==> src/rtl/pipe_pkg.sv <==
// pipe_pkg: shared pipeline widths, control-bundle bit layout and bubble constant.
package pipe_pkg;
    localparam int DATA_W = 32;
    localparam int CTRL_W = 10;
    localparam int CTRL_REGWRITE = 9;
    localparam int CTRL_MEMREAD = 8;
    localparam int CTRL_MEMWRITE = 7;
    localparam int CTRL_MEMTOREG = 6;
    localparam int CTRL_ALUSRC = 5;
    localparam int CTRL_REGDST = 4;
    localparam int CTRL_ALUOP_MSB = 3;
    localparam int CTRL_ALUOP_LSB = 0;
    typedef logic [CTRL_W-1:0] ctrl_t;
    localparam ctrl_t BUBBLE = '0;
    localparam logic [4:0] REG_ZERO = 5'd0;
endpackage

==> src/rtl/id_ex_stage_if.sv <==
// id_ex_stage_if: decode-side inputs and EX-side outputs of the ID/EX stage.
interface id_ex_stage_if;
    import pipe_pkg::*;
    logic [4:0] IFIDRs, IFIDRt, IFIDRd;
    logic IFIDUsesRt;
    ctrl_t IFIDCtrl;
    logic [DATA_W-1:0] ReadData1, ReadData2, SignExt, IFIDPC;
    logic Flush;
    logic [4:0] IDEXRs, IDEXRt, IDEXRd;
    ctrl_t IDEXCtrl;
    logic [DATA_W-1:0] IDEXA, IDEXB, IDEXImm, IDEXPC;
    logic PCWrite, IFIDWrite;
    logic [31:0] StallCount, FlushCount;
    modport master(
        output IFIDRs, IFIDRt, IFIDRd, IFIDUsesRt, IFIDCtrl, ReadData1, ReadData2, SignExt, IFIDPC, Flush,
        input IDEXRs, IDEXRt, IDEXRd, IDEXCtrl, IDEXA, IDEXB, IDEXImm, IDEXPC, PCWrite, IFIDWrite,
        StallCount, FlushCount
    );
    modport slave(
        input IFIDRs, IFIDRt, IFIDRd, IFIDUsesRt, IFIDCtrl, ReadData1, ReadData2, SignExt, IFIDPC, Flush,
        output IDEXRs, IDEXRt, IDEXRd, IDEXCtrl, IDEXA, IDEXB, IDEXImm, IDEXPC, PCWrite, IFIDWrite,
        StallCount, FlushCount
    );
endinterface

==> src/rtl/id_ex_stage_load_use_detect.sv <==
// load_use_detect: flags a decode instruction that reads the register a load in EX is still fetching.
module load_use_detect
    import pipe_pkg::*;
(
    input  logic       i_ex_memread,
    input  logic [4:0] i_ex_rt,
    input  logic [4:0] i_id_rs,
    input  logic [4:0] i_id_rt,
    input  logic       i_id_uses_rt,
    output logic       o_hazard
);
    assign o_hazard = i_ex_memread && (i_ex_rt != REG_ZERO) &&
                      ((i_ex_rt == i_id_rs) || (i_id_uses_rt && (i_ex_rt == i_id_rt)));
endmodule

==> src/rtl/id_ex_stage.sv <==
// id_ex_stage: ID/EX pipeline register with load-use stall and branch-flush bubbles.
// Optional perf counters enabled by defining IDEX_PERF_EN.
module id_ex_stage
    import pipe_pkg::*;
(
    input logic Clk,
    input logic Rst,
    id_ex_stage_if.slave bus
);
    logic w_hazard, w_stall, w_bubble;
    logic [4:0] r_rs, r_rt, r_rd;
    ctrl_t r_ctrl;
    logic [DATA_W-1:0] r_a, r_b, r_imm, r_pc;

    load_use_detect u_detect (
        .i_ex_memread(r_ctrl[CTRL_MEMREAD]),
        .i_ex_rt(r_rt),
        .i_id_rs(bus.IFIDRs),
        .i_id_rt(bus.IFIDRt),
        .i_id_uses_rt(bus.IFIDUsesRt),
        .o_hazard(w_hazard)
    );

    assign w_stall = w_hazard && !bus.Flush;
    // Flush and stall both squash everything, so one zeroing path covers reset too.
    assign w_bubble = Rst || bus.Flush || w_hazard;
    assign bus.PCWrite = Rst || !w_stall;
    assign bus.IFIDWrite = Rst || !w_stall;

    always_ff @(posedge Clk) begin
        if (w_bubble) begin
            r_ctrl <= BUBBLE;
            r_rs <= REG_ZERO;
            r_rt <= REG_ZERO;
            r_rd <= REG_ZERO;
            r_a <= '0;
            r_b <= '0;
            r_imm <= '0;
            r_pc <= '0;
        end else begin
            r_ctrl <= bus.IFIDCtrl;
            r_rs <= bus.IFIDRs;
            r_rt <= bus.IFIDRt;
            r_rd <= bus.IFIDRd;
            r_a <= bus.ReadData1;
            r_b <= bus.ReadData2;
            r_imm <= bus.SignExt;
            r_pc <= bus.IFIDPC;
        end
    end

    assign bus.IDEXCtrl = r_ctrl;
    assign bus.IDEXRs = r_rs;
    assign bus.IDEXRt = r_rt;
    assign bus.IDEXRd = r_rd;
    assign bus.IDEXA = r_a;
    assign bus.IDEXB = r_b;
    assign bus.IDEXImm = r_imm;
    assign bus.IDEXPC = r_pc;

`ifdef IDEX_PERF_EN
    logic [31:0] r_stall_cnt, r_flush_cnt;
    always_ff @(posedge Clk) begin
        r_stall_cnt <= Rst ? '0 : r_stall_cnt + {31'd0, w_stall && !(&r_stall_cnt)};
        r_flush_cnt <= Rst ? '0 : r_flush_cnt + {31'd0, bus.Flush && !(&r_flush_cnt)};
    end
    assign bus.StallCount = r_stall_cnt;
    assign bus.FlushCount = r_flush_cnt;
`else
    assign bus.StallCount = '0;
    assign bus.FlushCount = '0;
`endif
endmodule

==> src/flat_wrapper.sv <==
// flat-port wrapper written by rule: the top's interface ports become plain ports
module id_ex_stage_flat import pipe_pkg::*;
  (Clk, Rst, bus_IFIDRs, bus_IFIDRt, bus_IFIDRd, bus_IFIDUsesRt, bus_IFIDCtrl, bus_ReadData1, bus_ReadData2, bus_SignExt, bus_IFIDPC, bus_Flush, bus_IDEXRs, bus_IDEXRt, bus_IDEXRd, bus_IDEXCtrl, bus_IDEXA, bus_IDEXB, bus_IDEXImm, bus_IDEXPC, bus_PCWrite, bus_IFIDWrite, bus_StallCount, bus_FlushCount);
  id_ex_stage_if bus_i ();
  input logic Clk;
  input logic Rst;
  input wire logic [$bits(bus_i.IFIDRs)-1:0] bus_IFIDRs;
  input wire logic [$bits(bus_i.IFIDRt)-1:0] bus_IFIDRt;
  input wire logic [$bits(bus_i.IFIDRd)-1:0] bus_IFIDRd;
  input wire logic [$bits(bus_i.IFIDUsesRt)-1:0] bus_IFIDUsesRt;
  input wire logic [$bits(bus_i.IFIDCtrl)-1:0] bus_IFIDCtrl;
  input wire logic [$bits(bus_i.ReadData1)-1:0] bus_ReadData1;
  input wire logic [$bits(bus_i.ReadData2)-1:0] bus_ReadData2;
  input wire logic [$bits(bus_i.SignExt)-1:0] bus_SignExt;
  input wire logic [$bits(bus_i.IFIDPC)-1:0] bus_IFIDPC;
  input wire logic [$bits(bus_i.Flush)-1:0] bus_Flush;
  output wire logic [$bits(bus_i.IDEXRs)-1:0] bus_IDEXRs;
  output wire logic [$bits(bus_i.IDEXRt)-1:0] bus_IDEXRt;
  output wire logic [$bits(bus_i.IDEXRd)-1:0] bus_IDEXRd;
  output wire logic [$bits(bus_i.IDEXCtrl)-1:0] bus_IDEXCtrl;
  output wire logic [$bits(bus_i.IDEXA)-1:0] bus_IDEXA;
  output wire logic [$bits(bus_i.IDEXB)-1:0] bus_IDEXB;
  output wire logic [$bits(bus_i.IDEXImm)-1:0] bus_IDEXImm;
  output wire logic [$bits(bus_i.IDEXPC)-1:0] bus_IDEXPC;
  output wire logic [$bits(bus_i.PCWrite)-1:0] bus_PCWrite;
  output wire logic [$bits(bus_i.IFIDWrite)-1:0] bus_IFIDWrite;
  output wire logic [$bits(bus_i.StallCount)-1:0] bus_StallCount;
  output wire logic [$bits(bus_i.FlushCount)-1:0] bus_FlushCount;
  assign bus_i.IFIDRs = bus_IFIDRs;
  assign bus_i.IFIDRt = bus_IFIDRt;
  assign bus_i.IFIDRd = bus_IFIDRd;
  assign bus_i.IFIDUsesRt = bus_IFIDUsesRt;
  assign bus_i.IFIDCtrl = bus_IFIDCtrl;
  assign bus_i.ReadData1 = bus_ReadData1;
  assign bus_i.ReadData2 = bus_ReadData2;
  assign bus_i.SignExt = bus_SignExt;
  assign bus_i.IFIDPC = bus_IFIDPC;
  assign bus_i.Flush = bus_Flush;
  assign bus_IDEXRs = bus_i.IDEXRs;
  assign bus_IDEXRt = bus_i.IDEXRt;
  assign bus_IDEXRd = bus_i.IDEXRd;
  assign bus_IDEXCtrl = bus_i.IDEXCtrl;
  assign bus_IDEXA = bus_i.IDEXA;
  assign bus_IDEXB = bus_i.IDEXB;
  assign bus_IDEXImm = bus_i.IDEXImm;
  assign bus_IDEXPC = bus_i.IDEXPC;
  assign bus_PCWrite = bus_i.PCWrite;
  assign bus_IFIDWrite = bus_i.IFIDWrite;
  assign bus_StallCount = bus_i.StallCount;
  assign bus_FlushCount = bus_i.FlushCount;
  id_ex_stage u_core (.Clk(Clk), .Rst(Rst), .bus(bus_i));
endmodule
==> config.mk <==
export PLATFORM = sky130hd
export DESIGN_NAME = id_ex_stage_flat
export DESIGN_NICKNAME = d
export VERILOG_FILES = /design/src/rtl/pipe_pkg.sv /design/src/rtl/id_ex_stage_if.sv /design/src/rtl/id_ex_stage_load_use_detect.sv /design/src/rtl/id_ex_stage.sv /design/src/flat_wrapper.sv
export SDC_FILE = /design/constraint.sdc
export NUM_CORES = 1
export LEC_CHECK = 0
export CAP_MARGIN = 20
export CELL_PAD_IN_SITES_DETAIL_PLACEMENT = 0
export CELL_PAD_IN_SITES_GLOBAL_PLACEMENT = 1
export CORE_MARGIN = 5
export CORE_UTILIZATION = 27
export CTS_BUF_LIST = sky130_fd_sc_hd__clkbuf_8
export DETAILED_ROUTE_END_ITERATION = 12
export PLACE_DENSITY_LB_ADDON = 0.1
export SKIP_CTS_REPAIR_TIMING = 1
export SLEW_MARGIN = 20
export SYNTH_ARGS = -nofsm -noshare
export SYNTH_HDL_FRONTEND = slang
export SYNTH_HIERARCHICAL = 1
export SYNTH_SLANG_ARGS = --single-unit
==> constraint.sdc <==
create_clock -name Clk -period 2.9 [get_ports Clk]
set_input_delay 0.58 -clock Clk [delete_from_list [all_inputs] [get_ports Clk]]
set_output_delay 0.58 -clock Clk [all_outputs]
set_load 0.05 [all_outputs]
# Word level (Yosys, flattened, before mapping)
# Index checks and enable logic that the tools add are counted.
# op_classes
n_addsub	0
mul	0
div	0
magnitude_cmp	0
eq_ne	2
shifts	0
muxes	0
bitwise	0
n_reduce_logical	11
# ops
op	count
5-bit == test	2
5-bit nonzero test	1
1-bit logical AND	4
1-bit logical OR	4
1-bit logical NOT	2
# word_totals
reg_bits	153
latchBits	0
ram_bits	0
rom_bits	0
in_bits	157
out_inout_bits	219
elab_cells	21
memories	0

# Longest topological paths before layout
# logic_depth
ltp_word	7
mapped_depth	8
mapped_depth_nobuf	5

# Cells and area by module
# Netlist, hierarchy kept.
# modules_own_cells
module	n_inst	cells_per_inst	area_each_um2	seq_area_each_um2
id_ex_stage	1	424	5634.2	3062.9
load_use_detect	1	17	132.6	0.0

# Least setup slack after synthesis
# Ideal clock, no wire load.
# synth_timing
path_type	reg-to-output
startpoint	register u_core.r_rt[3] (netlist: u_core/bus.IDEXRt[3])
endpoint	output port bus_PCWrite
arrival_time_ps	2491
t_required_ps	2320
setup_slack_ps	-171
path_stages_with_launch	9
n_path_buf	3
cell_sequence	dfxtp_1 > xor2_1 > nor4_2 > nand3_1 > a21oi_1 > buf_2 > buf_6 > or3b_1 > buf_4
# synth_via
elab_chain_cells	7
word_cells_on_any_way	10
classes_between	eq/ne: 2; reduce/logical: 8
# synth_rtl
item	line	rtl
start: declaration	id_ex_stage.sv:11	logic [4:0] r_rs, r_rt, r_rd;
start signal: assignment	id_ex_stage.sv:43	r_rt <= bus.IFIDRt;
5-bit == test	id_ex_stage_load_use_detect.sv:13	((i_ex_rt == i_id_rs) || (i_id_uses_rt && (i_ex_rt == i_id_rt)));
1-bit logical AND	id_ex_stage_load_use_detect.sv:13	
1-bit logical OR	id_ex_stage_load_use_detect.sv:13	
1-bit logical AND (*)	id_ex_stage_load_use_detect.sv:12	assign o_hazard = i_ex_memread && (i_ex_rt != REG_ZERO) &&
named net u_core.w_hazard	id_ex_stage.sv:10	logic w_hazard, w_stall, w_bubble;
1-bit logical AND (*)	id_ex_stage.sv:24	assign w_stall = w_hazard && !bus.Flush;
1-bit logical NOT (*)	n/a	
1-bit logical OR (*)	n/a	
end: declaration	flat_wrapper.sv:25	output wire logic [$bits(bus_i.PCWrite)-1:0] bus_PCWrite;
# The timed path passes the listed nets; every way through them passes the cells marked *.

# Worst setup path in the final report
# layout_timing
startpoint	input port bus_IFIDRs[2]
endpoint	output port bus_IFIDWrite
# layout_via
elab_chain_cells	6
# layout_rtl
item	line	rtl
start: declaration	flat_wrapper.sv:7	input wire logic [$bits(bus_i.IFIDRs)-1:0] bus_IFIDRs;
5-bit == test	id_ex_stage_load_use_detect.sv:13	
1-bit logical OR	id_ex_stage_load_use_detect.sv:13	
1-bit logical AND	id_ex_stage_load_use_detect.sv:12	
named net u_core.w_hazard	id_ex_stage.sv:10	
1-bit logical AND	id_ex_stage.sv:24	
1-bit logical NOT	id_ex_stage.sv:28	assign bus.IFIDWrite = Rst || !w_stall;
1-bit logical OR	id_ex_stage.sv:28	
end: declaration	flat_wrapper.sv:26	output wire logic [$bits(bus_i.IFIDWrite)-1:0] bus_IFIDWrite;
# The timed path passes the listed nets, and every way through them passes these cells.

==> summary.md <==
| Metric | Value |
|---|---|
| Insertion delay to the later sink of the worst-skew pair | 0.44 ns |
| Share of cells above drive strength 1 | 14.9% |
| Post-synth cell types | 18 |
| Worst-case clock buffer depth | 2 |
| Synthesized instance count | 441 |
| Number of fill cells | 1992 |
| Pwr Total | 4.87 mW |
| Maximum vdd drop | 240 uV |
| Initial antenna violation count | 0 |
| Ant. Diodes | 0 |
| Rel. slew slack | 29.9% |
| Final instance area | 0.00915 mm^2 |
| Die Width | 156 um |
| Setup violators final | 0 |
| Avg Cell Area, Syn | 13.1 um^2 |
| Core box area | 0.0210 mm^2 |
| Area share of the largest cell type after synthesis | 53.1% |
| Status | complete, no violations |
| Global Route Usage Sum | 14.7% |
| FF-to-FF path depth | 8 |
| Post-synth ARST share | 0% |
| FMAX | 365 MHz |
| Standard-cell row count | 53 |
| Vias | 4418 |
| Cells along the critical path | clkdlybuf4s50_1 > xnor2_1 > nand3_1 > a21oi_4 > or3b_4 > buf_8 |
| ANT nets after route | 0 |
| Die area | 0.0244 mm^2 |
| DR vias/cell | 4.37 |
| CP peak stage delay | 0.49 ns |
| Synth top cells by count | 153 x dfxtp_1, 93 x nor4b_1, 71 x buf_4 |
| Io pins | 376 |
| CTS sink cnt | 153 |
| Pwr Density | 532 mW/mm^2 |
| Final Max Slew Viols | 0 |
| Endpoints failing hold | 0 |
| Critical path peak fanout | 2 |
| Detailed Routing Iterations Pass 1 | 4 |
| Hold Path Stages | 2 |
| Seq/Total Area, Yosys | 53.1% |
| Crit path time final | 2.74 ns |
| Post-placement cell area | 0.00870 mm^2 |
| Clock-pin slew on the worst setup and hold paths | 0.09 ns |
| Synth warn | 6 |
| Die Ht | 156 um |
| Crit path launch type | input pin |
| CTS tree | yes |
| Sw power | 1.55 mW |
| Most frequent cell after synthesis | dfxtp_1 |
| WHS | 0.445 ns |
| Reg2Reg Setup Slack | 0.47 ns |
| Leakage | 3.27 nW |
| Total Wirelength | 18800 um |
| Final HPWL DP | 12900 um |
| H-tree Lvls | 4 |
| Main synth FF type | dfxtp_1 |
| Critical path data required time | 2.32 ns |
| Dominant cell type by area after synthesis | dfxtp_1 |
| RSZ-0062 raised after global routing | true |
| Post-DR wirelength/cell | 18.6 um |
| Mapped Area | 0.00577 mm^2 |
| Vias in the first global route | 4640 |
| Max-cap violations | 0 |
| Final Net Count | 881 |
| Starting DRT DRC Count | 142 |
| Slowest stage cell, crit path | clkdlybuf4s50_1 |
| Worst Hold End | u_core/bus.IDEXRt[4] |
| Period utilisation layout | 94.4% |
| Worst setup path class | input pin to primary output |
| Initial core utilization | 27.4% |
| Ranking of synthesized cells by area | dfxtp_1 53%, nor4b_2 16%, nor4b_1 14%, buf_4 9.2%, buf_6 3.1% |
| Worst min path class | input pin to flop |
| Fin Clk Skew | 0.0159 ns |
| Least-Margin Pin Slew | 1.05 ns |
| First-pass GRT wire length | 27400 um |
| Pint | 3.31 mW |
| CP arrival | 2.16 ns |
| Switch share | 31.9% |
| R2r endpoint | u_core/bus.IDEXB[16] |
| Worst Hold Launch | bus_IFIDRt[4] |
| Combinational Power Share | 22.2% |
| Largest net degree at the start of global routing | 154 |
| Critical path endpoint category | primary output |
| R2R Path Start | u_core/bus.IDEXRt[0] |
| GP Congestion | 0.757 |
| Clock buffer count from CTS | 17 |
| CTS root buf | clkbuf_8 |
| Overflow after GRT | 0 |
| Sequential share of power | 45.4% |
| Area delta synth->final | 58.7% |
| Port bufs | 311 |
| Clock power frac | 32.4% |
| #FFs+latches synth | 153 |
| DRC viols | 0 |
| Number of synthesized flops with an enable pin | 0 |
==> cells by family (layout without fill, tap and decap cells) <==
| family | Yosys count | count (layout) | share of synthesized area [%] |
|---|---|---|---|
| xor gates and xnor gates | 10 | 10 | 1.52 |
| buffers and inverters | 116 | 349 | 14.6 |
| other | 1 | 64 | 0.0650 |
| DFF | 153 | 153 | 53.1 |
| AOI/OAI and AO/OA | 2 | 2 | 0.173 |
| and+or+nand+nor | 159 | 159 | 30.5 |
==> final cells by class <==
| type | count | area (um^2) | share of cell area (%) |
|---|---|---|---|
| multi-input combinational | 235 | 2130 | 23.2 |
| tap | 275 | 344 | 3.76 |
| timing repair buffer | 317 | 3230 | 35.2 |
| clock inverter | 14 | 136 | 1.49 |
| clock buffer | 18 | 248 | 2.71 |
| sequential | 153 | 3070 | 33.6 |
==> state kept, by name (all words and copies together) (netlist names) <==
register and cells:
u_core/bus.IDEXA 32, u_core/bus.IDEXB 32, u_core/bus.IDEXCtrl 10, u_core/bus.IDEXImm 32, u_core/bus.IDEXPC 32, u_core/bus.IDEXRd 5, u_core/bus.IDEXRs 5, u_core/bus.IDEXRt 5
==> through the flow <==
step | instances | worst slack, ns | TNS [ns] | util [%]
after global routing | 1012 | -0.0177 | -0.0343 | 43.5
after floorplan | 504 | 0.104 | 0 | -
after global placement | 978 | -0.161 | -17.93 | 41.4
after detailed placement | 978 | -0.182 | -20.72 | 41.4
final | 1012 | 0.164 | 0 | 43.5
after CTS | 1010 | -0.148 | -0.295 | 43.2
==> layout by cell type (no fill, tap or decap) <==
cell type,count
o21ai_1,1
clkdlybuf4s50_1,300
inv_6,5
nand3_1,2
conb_1,64
buf_8,2
dlymetal6s2s_1,7
or3b_4,1
xor2_2,2
dfxtp_4,2
xnor2_1,3
or4_1,1
clkinv_4,5
nor3_1,1
dfxtp_2,2
buf_4,3
clkinvlp_4,2
buf_12,3
nor4b_2,60
xor2_1,5
nor4_2,1
inv_1,1
buf_6,2
nor4b_1,93
a21oi_4,1
clkbuf_8,18
bufinv_16,1
dfxtp_1,149
==> worst max-delay path: cells and delay by family <==
family | cells | cell delay [ns]
buffers and inverters | 2 | 0.66
AND/OR/NAND/NOR | 2 | 0.59
AO/OA/AOI/OAI | 1 | 0.18
XOR/XNOR | 1 | 0.13
==> power by group through the flow <==
stage	clock network (mW)	logic, mW	registers, mW
2_1_floorplan	0	0.448	2.56
3_3_place_gp	0	1.08	2.26
3_5_place_dp	0	1.08	2.26
4_1_cts	1.66	1.09	2.21
5_1_grt	1.74	1.13	2.22
6_report	1.58	1.08	2.21
==> worst max-delay path by stage <==
stage                     slack [ns]                  from  cells past startpoint                   end
after floorplan                 0.10         bus_IFIDRt[3]                      8           bus_PCWrite
after global placement         -0.16         bus_IFIDRt[3]                      7         bus_IFIDWrite
after detailed placement       -0.18         bus_IFIDRt[3]                      8  u_core/bus.IDEXPC[7]
after CTS                      -0.15         bus_IFIDRt[3]                      7         bus_IFIDWrite
after global routing           -0.02  u_core/bus.IDEXRt[0]                      6         bus_IFIDWrite
final                           0.16         bus_IFIDRs[2]                      6         bus_IFIDWrite
==> routing by layer <==
metal,routed length (um),track usage (%),share of wire [%],up-vias
met3,2680,9.15,14,17
met4,384,4.59,2.0,0
met5,0,0,0,-
met2,9070,24.8,48,248
li1,-,-,-,2039
met1,6680,15.1,36,2114
No activity file was read; power rests on OpenSTA's default activity.
